==> src/rtl/permutation_sequencer.sv <==
// permutation_sequencer: drives sel/round/state-enable of the Ascon permutation
// datapath for one p^a or p^b run per accepted start, then pulses done.
module permutation_sequencer #(
   parameter int ROUNDS_A = 12,
   parameter int ROUNDS_B = 6
) (
   input  logic       clock_i,
   input  logic       resetb_i,
   input  logic       start_i,
   input  logic       mode_i,
   output logic       sel_o,
   output logic [3:0] round_o,
   output logic       en_reg_state_o,
   output logic       busy_o,
   output logic       done_o
);

   // Reject illegal round counts at elaboration instead of clamping them.
   if (ROUNDS_A < 1 || ROUNDS_A > 12) begin : g_bad_rounds_a
      $error("permutation_sequencer: ROUNDS_A must be in 1..12");
   end
   if (ROUNDS_B < 1 || ROUNDS_B > ROUNDS_A) begin : g_bad_rounds_b
      $error("permutation_sequencer: ROUNDS_B must be in 1..ROUNDS_A");
   end

   // Ascon constant table: an N-round permutation uses indices 12-N .. 11.
   localparam logic [3:0] START_A    = 4'(12 - ROUNDS_A);
   localparam logic [3:0] START_B    = 4'(12 - ROUNDS_B);
   localparam logic [3:0] LAST_ROUND = 4'd11;

   typedef enum logic [1:0] {
      IDLE = 2'd0,
      RUN  = 2'd1,
      DONE = 2'd2
   } state_t;

   state_t     state_q, state_d;
   logic [3:0] round_q, round_d;
   logic       sel_q, sel_d;
   logic       en_q, en_d;
   logic       busy_q, busy_d;
   logic       done_q, done_d;

   // Next state and next registered outputs; every output comes straight from a flop.
   always_comb begin
      // NOTE: every signal written here gets a default first, so no path leaves it
      // unassigned and no latch is inferred.
      state_d = state_q;
      round_d = round_q;
      sel_d   = 1'b0;
      en_d    = 1'b0;
      busy_d  = 1'b0;
      done_d  = 1'b0;
      case (state_q)
         IDLE, DONE: begin
            if (start_i) begin
               // First round loads external state_i, so the mux stays at 0.
               state_d = RUN;
               round_d = mode_i ? START_B : START_A;
               en_d    = 1'b1;
               busy_d  = 1'b1;
            end else begin
               state_d = IDLE;
            end
         end
         RUN: begin
            if (round_q > LAST_ROUND) begin
               // Unreachable counter value: abandon the run quietly.
               state_d = IDLE;
            end else if (round_q == LAST_ROUND) begin
               state_d = DONE;
               done_d  = 1'b1;
            end else begin
               round_d = round_q + 4'd1;
               sel_d   = 1'b1;
               en_d    = 1'b1;
               busy_d  = 1'b1;
            end
         end
         default: state_d = IDLE;
      endcase
   end

   // State, round counter and output registers with asynchronous reset.
   always_ff @(posedge clock_i or posedge resetb_i) begin
      if (resetb_i) begin
         state_q <= IDLE;
         round_q <= 4'd0;
         sel_q   <= 1'b0;
         en_q    <= 1'b0;
         busy_q  <= 1'b0;
         done_q  <= 1'b0;
      end else begin
         // NOTE: non-blocking assignments so every flop samples pre-edge values.
         state_q <= state_d;
         round_q <= round_d;
         sel_q   <= sel_d;
         en_q    <= en_d;
         busy_q  <= busy_d;
         done_q  <= done_d;
      end
   end

   assign sel_o          = sel_q;
   assign round_o        = round_q;
   assign en_reg_state_o = en_q;
   assign busy_o         = busy_q;
   assign done_o         = done_q;

endmodule

==> config.mk <==
export PLATFORM = sky130hd
export DESIGN_NAME = permutation_sequencer
export DESIGN_NICKNAME = d
export VERILOG_FILES = /design/src/rtl/permutation_sequencer.sv
export SDC_FILE = /design/constraint.sdc
export NUM_CORES = 1
export LEC_CHECK = 0
export BUFFER_PORTS_ARGS = -buffer_cell sky130_fd_sc_hd__buf_2
export CORE_AREA = 2 2 39 41
export CTS_CLUSTER_SIZE = 8
export DETAILED_ROUTE_END_ITERATION = 8
export DIE_AREA = 0 0 41 43
export PLACE_DENSITY = 0.58
export SYNTH_ARGS = -nofsm -noshare
export SYNTH_HDL_FRONTEND = slang
export SYNTH_SLANG_ARGS = --single-unit
==> constraint.sdc <==
create_clock -name clock_i -period 2.6 [get_ports clock_i]
set_input_delay 0.13 -clock clock_i [delete_from_list [all_inputs] [get_ports clock_i]]
set_output_delay 0.13 -clock clock_i [all_outputs]
set_load 0.01 [all_outputs]
# Word-level counts from Yosys, hierarchy flattened
# Index checks and enable logic that the tools add are counted.
[word_totals]
ff_bits = 9
latchBits = 0
mem_bits_rw = 0
rom_bits = 0
in_bits = 4
out_inout_bits = 8
mem_count = 0
[op_classes]
n_addsub = 1
mul = 0
n_div = 0
magnitude_cmp = 1
n_eq_ne = 7
n_shift = 0
n_mux = 17
n_bitwise = 0
reduce_logical = 4
[ops]
columns = ["cell", "n"]
rows = [
  ["$mux W4", 3],
  ["$mux W1", 8],
  ["$pmux W4 S2", 1],
  ["$ne A2 B2 Y1 const B", 3],
  ["$add A4 B1 Y4 const B", 1],
  ["$eq A4 B4 Y1 const B", 1],
  ["$gt A4 B4 Y1 const B", 1],
  ["$mux W2", 2],
  ["$pmux W2 S2", 1],
  ["$reduce_and A4 Y1", 1],
  ["$mux W3", 1],
  ["$ne A3 B3 Y1 const B", 1],
  ["$eq A2 B1 Y1 const B", 1],
  ["$eq A2 B2 Y1 const B", 1],
  ["$logic_not A2 Y1", 1],
  ["$pmux W1 S2", 1],
  ["$reduce_bool A2 Y1", 1],
  ["$reduce_or A2 Y1", 1],
]

# Logic depth before layout (Yosys ltp)
# Gate-level depths: netlist of run 1.
[depth]
depth_word = 4
depth_mapped = 4
ltp_nobuf = 4

# Least setup slack after synthesis of run 1
# No wires, ideal clock.
[synth_timing]
kind = "reg-to-reg"
from = "reg round_q[0] (netlist: round_o[0])"
to = "reg round_q[1] (netlist: round_o[1])"
setup_time_ns = 0.125
t_arrival_ns = 1.324
path_slack_ns = 1.151
path_stages_with_launch = 5
path_buffers = 0
synth_period_minus_slack_ns = 1.449
cell_sequence = "dfrtp_1 ha_1 o21a_2 o21ai_4 mux2_4"
[synth_between]
elab_chain_cells = 4
word_cells_on_any_way = 9
cone_classes = "add/sub (1); order compare (1); eq/ne (3); mux (3); reduce/logical (1)"
[synth_lines]
columns = ["element", "line", "source"]
rows = [
  ["start, declared", "38", "logic [3:0] round_q, round_d;"],
  ["start signal, assigned", "96", "round_q <= round_d;"],
  ["$add A4 B1 Y4", "74", "round_d = round_q + 4'd1;"],
  ["$mux W4", "70", "end else if (round_q == LAST_ROUND) begin"],
  ["$mux W4", "67", "if (round_q > LAST_ROUND) begin"],
  ["$pmux W4 S2", "54", "case (state_q)"],
]
# Several ways; a longest one is shown, not always the timed one. The select of a mux whose other input is x is not followed.
# A chain may end at the register's enable or synchronous reset.

# Worst setup path after layout of run 1
# Same ends and word-level chain as after synthesis.

==> reports/metrics.csv, run 1 <==
metric,value,unit
ys_warn_count,0,
antenna_found_initial,0,
fin_ws,1.11,ns
slew_violations,0,
stdcell_area,534,µm²
die-area,1760,µm²
ff2ff_setup_slack,1.11,ns
path_delay_family,flip-flops,
layout-drive-gt1-share,40.8,%
end_kind,register,
dp_slack,1.12,ns
crit_arrival,1.64,ns
drc,0,
critPathKind,register to register,
worstMarginPinSlew,0.352,ns
max_freq,671,MHz
hold_depth,3,
place_area,498,µm²
cp_cell_sequence,"ha_1, o21a_2, o21ai_4, mux2_4",
wl_per_cell,11.6,µm
worstPathRequired,2.75,ns
tns,0,ns
grt_max_degree,10,
startpoint,round_o[0],
grt_usage,10.7,%
place.gp.congestion,0.798,
die_y,43,µm
grt_pass1_wl,1.24,mm
hp-start,start_i,
synth_xor_area_share,0,%
finalSetupViolCount,0,
path_buf_inv,0,
viasPerCell,4.71,
slowest_delay,0.42,ns
outcome,"complete, no violations",
cts_tree,built,
grt_pass1_vias,277,
clockBufferDepth,2,
antenna_left,0,
cts_sinks,9,
ff2ff_path_depth,4,
root_buffer,clkbuf_4,
ys_seq_elements,9,
r2r_start,round_o[0],
synth_cells,34,
synth_nets,39,
synth_top_family_by_area,simple AND/OR/NAND/NOR gates,
routed_wl,753,µm
worstReg2RegEnd,round_o[1],
cts_buffers,3,
leakage,0.260,nW
core,1380,µm²
cts_resized,0,
place_hpwl,556,µm
die_w,41,µm
yosysUniqueCellTypes,21,
rsz0062_at_grt,no,
startpoint_type,register,
synthAdderAreaFrac,2.91,%
fin_skew,0.00385,ns
synth_area_per_cell,12.7,µm²
hp-class,primary input to register,
path_clk_slew,0.06,ns
dr.pass1.iters,2,
clk_latency,0.26,ns
synth_simple_gate_area_share,19.5,%
area_growth,24.1,%
ios,12,
synth_compound_area_share,14.8,%
h-tree-depth,1,
diodes,0,
fin_crit_sh,57.3,%
nNetsFinal,55,
path_max_fanout,5,
synth-seq-area-share,52.3,%
cellPowerDensity,1250,nW/µm²
slowest_stage,dfrtp_1,
syn_area,430,µm²
maxCapViolCount,0,
port-buffer-count,11,
synthMuxAreaShare,6.98,%
globalRouteOverflowTotal,0,
min_period,1.49,ns
drt_iter0_drc,8,
hold_violations,0,
slew_headroom,76.5,%
whs_endpoint,state_q[0],
fillers,145,
max-vdd-ir-drop,0.419,mV
vias,306,
initial_core_util,31.1,%
core.rowCount,14,
[synth_stat cells (all sizes together)]
cell type	instances	area, µm²
and2b	1	7.51
nand3b	1	7.51
a41oi	1	8.76
a22oi	2	15.0
dfrtp	9	225
o21a	1	8.76
or3	1	6.26
nand2b	2	15.0
ha	1	12.5
o21ai	3	26.3
a21oi	1	5.00
inv	2	7.51
mux2	2	30.0
nand4bb	1	11.3
nor2	2	7.51
buf	1	7.51
nor3b	2	15.0
nor2b	1	13.8
[report_power, final]
group	total, mW	internal [mW]	switching [mW]
clock	0.109	0.0592	0.0495
combinational	0.307	0.166	0.141
sequential	0.252	0.197	0.0553
[routing by layer]
metal / GRT usage [%] / share of wire (%) / vias up
met3: 3.14 / 5.7 / 2
li1: - / - / 152
met4: 6.00 / 2.5 / 0
met1: 13.9 / 46 / 143
met5: 0 / 0 / -
met2: 15.3 / 46 / 9
[how the worst max path moves through the flow]
stage                 endpoint  cells past startpoint  slack, ns
detailed placement  round_o[1]                      4       1.12
floorplan           round_o[1]                      4       1.15
CTS                 round_o[1]                      4       1.11
finish              round_o[1]                      4       1.11
global placement    round_o[1]                      4       1.16
global route        round_o[1]                      4       1.07
[registers in the layout, indices dropped and copies added (netlist names)]
signal and flops:
round_o 4, done_o 1, sel_o 1, state_q 2, busy_o 1
[repair_timing]
action / in CTS / in global routing
hold buffers: 1 / 0
endpoints found under the hold margin: 9 / 0
buffers inserted: 0 / 0
[layout make-up]
cell class / count / area [µm²] / share of cell area, %
sequential: 9 / 225 / 42.2
multi-input combinational: 22 / 190 / 35.6
timing repair buffer: 12 / 65.1 / 12.2
clock buffer: 4 / 26.3 / 4.92
tap: 16 / 20.0 / 3.75
inverter: 2 / 7.51 / 1.41
[cell usage in the layout (no fill, tap or decap)]
master         Yosys  routed
nand2b_1           1       1
o21ai_0            1       1
nand2b_2           1       1
o21ai_1            1       1
nor2b_4            1       1
nand3b_1           1       1
mux2_4             2       2
nor2_1             2       2
o21a_2             1       1
clkbuf_4           0       3
inv_1              2       2
buf_2              0      11
nand4bb_1          1       1
a22oi_1            2       2
nor3b_1            2       2
a41oi_1            1       1
or3_1              1       1
a21oi_1            1       1
dfrtp_1            9       9
ha_1               1       1
dlygate4sd3_1      0       1
and2b_1            1       1
o21ai_4            1       1
clkbuf_1           0       1
[cells by family (layout without fill, tap and decap cells)]
group	after synthesis	count (layout)
and+or+nand+nor	11	11
buffers and inverters	3	18
muxes	2	2
adders and majority gates	1	1
AOI/OAI and AO/OA	8	8
DFF	9	9
[metrics by stage]
stage / hold WS, ns / std cells / utilization, % / power (mW)
CTS: 0.174 / 65 / 38.6 / 0.675
detailed placement: 0.112 / 60 / 36.0 / 0.561
finish: 0.168 / 65 / 38.6 / 0.668
global route: 0.196 / 65 / 38.6 / 0.722
floorplan: -0.0421 / 34 / - / 0.482
global placement: 0.111 / 60 / 36.0 / 0.560
[worst min-delay path, cell delays in order]
cell and delay, ns:
buf_2 0.09, nand2b_2 0.09, o21ai_0 0.08
Note: power is estimated with default switching activity, not from simulation.
==> run 2: changes to the inputs <==
--- a/config.mk
+++ b/config.mk
@@ -10,7 +10,7 @@
 export CTS_CLUSTER_SIZE = 8
 export DETAILED_ROUTE_END_ITERATION = 8
 export DIE_AREA = 0 0 41 43
-export PLACE_DENSITY = 0.58
+export PLACE_DENSITY = 0.6
 export SYNTH_ARGS = -nofsm -noshare
 export SYNTH_HDL_FRONTEND = slang
 export SYNTH_SLANG_ARGS = --single-unit
==> constraint.sdc (replaced) <==
create_clock -name clock_i -period 1.3 [get_ports clock_i]
set_input_delay 0.065 -clock clock_i [delete_from_list [all_inputs] [get_ports clock_i]]
set_output_delay 0.065 -clock clock_i [all_outputs]
set_load 0.01 [all_outputs]
==> reports/metrics.csv, run 2 (same netlist as run 1, synthesis figures left out) <==
metric,value,unit,change
path_delay_family,flip-flops,,
area_growth,38.4,%,
max-vdd-ir-drop,1.07,mV,+160%
startpoint,round_o[1],,
max_freq,747,MHz,+11%
violations,negative setup slack,,
rsz0062_at_grt,yes,,
path_clk_slew,0.07,ns,about the same
place.gp.congestion,0.749,,-6.1%
cts_setup_buffers,0,,unchanged
clk_latency,0.26,ns,about the same
die-area,1760,µm²,unchanged
worstReg2RegEnd,round_o[1],,
clockBufferDepth,2,,unchanged
slew_headroom,76.6,%,about the same
grt_pass1_wl,1.35,mm,+8.9%
cellPowerDensity,2550,nW/µm²,+100%
slew_violations,0,,unchanged
vias,336,,+9.8%
path_max_fanout,3,,-2
cts_tree,built,,
ios,12,,unchanged
cp.depth,4,,unchanged
layout-drive-gt1-share,50.0,%,+9.2 points
grt_max_degree,10,,unchanged
tns,-0.0383,ns,-0.0383 ns
fin_ws,-0.0383,ns,-1.15 ns
end_kind,register,,
nNetsFinal,62,,+13%
r2r_start,round_o[1],,
final_common_cell,buf_2,,
hp-class,primary input to register,,
drt_iter0_drc,6,,-2
antenna_found_initial,0,,unchanged
slowest_stage,dfrtp_1,,
place_hpwl,646,µm,+16%
slowest_delay,0.39,ns,-0.03 ns
maxCapViolCount,0,,unchanged
hold_violations,0,,unchanged
cts_buffers,3,,unchanged
stdcell_area,596,µm²,+11%
fillers,133,,-8.3%
dp_slack,-0.0498,ns,-1.17 ns
largest_reg_flops,4,,unchanged
final_cell_mix,"buf_2 (11), dfrtp_1 (9), buf_4 (7), clkbuf_4 (3)",,
place_inst,67,,+12%
dr.pass1.iters,2,,unchanged
globalRouteOverflowTotal,0,,unchanged
outcome,"complete, but fails checks",,
port-buffer-count,11,,unchanged
critPathCapture,round_o[1],,
h-tree-depth,1,,unchanged
die_w,41,µm,unchanged
grt_pass1_vias,316,,+14%
finalNonFillerCells,72,,+11%
antenna_left,0,,unchanged
ff2ff_path_depth,4,,unchanged
core.rowCount,14,,unchanged
viasPerCell,4.67,,-0.87%
fin_skew,0.00675,ns,+0.00290 ns
die_y,43,µm,unchanged
ff2ff_setup_slack,-0.04,ns,-1.15 ns
worstMarginPinSlew,0.350,ns,-0.00110 ns
diodes,0,,unchanged
fin_crit_sh,103,%,+46 points
path_buf_inv,0,,unchanged
finalSetupViolCount,1,,+1
worstPathRequired,1.45,ns,-1.30 ns
crit_arrival,1.48,ns,-0.16 ns
cp_cell_sequence,"ha_2, o21a_4, o21ai_4, mux2_4",,
cts_sinks,9,,unchanged
min_period,1.34,ns,-0.152 ns
initial_core_util,31.1,%,unchanged
critPathKind,register to register,,
place_area,553,µm²,+11%
wl_per_cell,11.6,µm,+0.23%
startpoint_type,register,,
grt_usage,11.6,%,+0.83 points
root_buffer,clkbuf_4,,
core,1380,µm²,unchanged
drc,0,,unchanged
leakage,0.293,nW,+13%
routed_wl,836,µm,+11%
==> run 2: cell types whose count changed in the layout (fill, tap and decap cells not counted) <==
cell,change
o21a_4,+1
buf_4,+7
ha_2,+1
o21a_2,-1
ha_1,-1
==> run 2: cell type report <==
class                      count  area, µm²  share of cell area (%)
sequential                     9        225                    37.8
multi-input combinational     22        199                    33.4
timing repair buffer          19        118                    19.7
clock buffer                   4       26.3                    4.41
tap                           16       20.0                    3.36
inverter                       2       7.51                    1.26
==> run 2: metal layers <==
metal | global-route usage (%) | vias to the layer above | share of wire (%)
met5 | 0 | - | 0
met2 | 15.9 | 8 | 45
met3 | 3.14 | 0 | 4.9
li1 | - | 165 | -
met1 | 17.0 | 163 | 50
met4 | 4.00 | 0 | 0
==> run 2: worst reg2reg max path: stages (launching register included) <==
cell and delay [ns]:
dfrtp_1 0.39, ha_2 0.20, o21a_4 0.21, o21ai_4 0.14
mux2_4 0.31
==> run 2: worst min path at each step <==
stage / startpoint / to / slack (ns) / depth (start not counted)
floorplan: resetb_i / busy_o / -0.11 / 1
global placement: resetb_i / round_o[0] / 0.04 / 2
detailed placement: resetb_i / busy_o / 0.05 / 2
CTS: start_i / state_q[0] / 0.13 / 3
global route: start_i / round_o[3] / 0.15 / 3
finish: start_i / state_q[0] / 0.13 / 3
==> run 2: timing repair <==
action | CTS | global route
hold buffers | 1 | 0
endpoints found under the setup margin | 1 | 2
pin swaps | 0 | 2
endpoints found under the hold margin | 9 | 0
gates resized for setup | 1 | 0
==> run 2: report_power, final <==
| part | internal, mW | total, mW | switching (mW) |
|---|---|---|---|
| Combinational | 0.474 | 0.837 | 0.363 |
| Clock | 0.118 | 0.215 | 0.0974 |
| Sequential | 0.394 | 0.468 | 0.0739 |
==> run 2: through the flow <==
stage	util, %	hold WS (ns)	power, mW
2_1_floorplan	-	-0.107	0.968
3_3_place_gp	40.0	0.0426	1.29
3_5_place_dp	40.0	0.0465	1.29
4_1_cts	43.0	0.130	1.53
5_1_grt	43.0	0.153	1.65
6_report	43.0	0.129	1.52
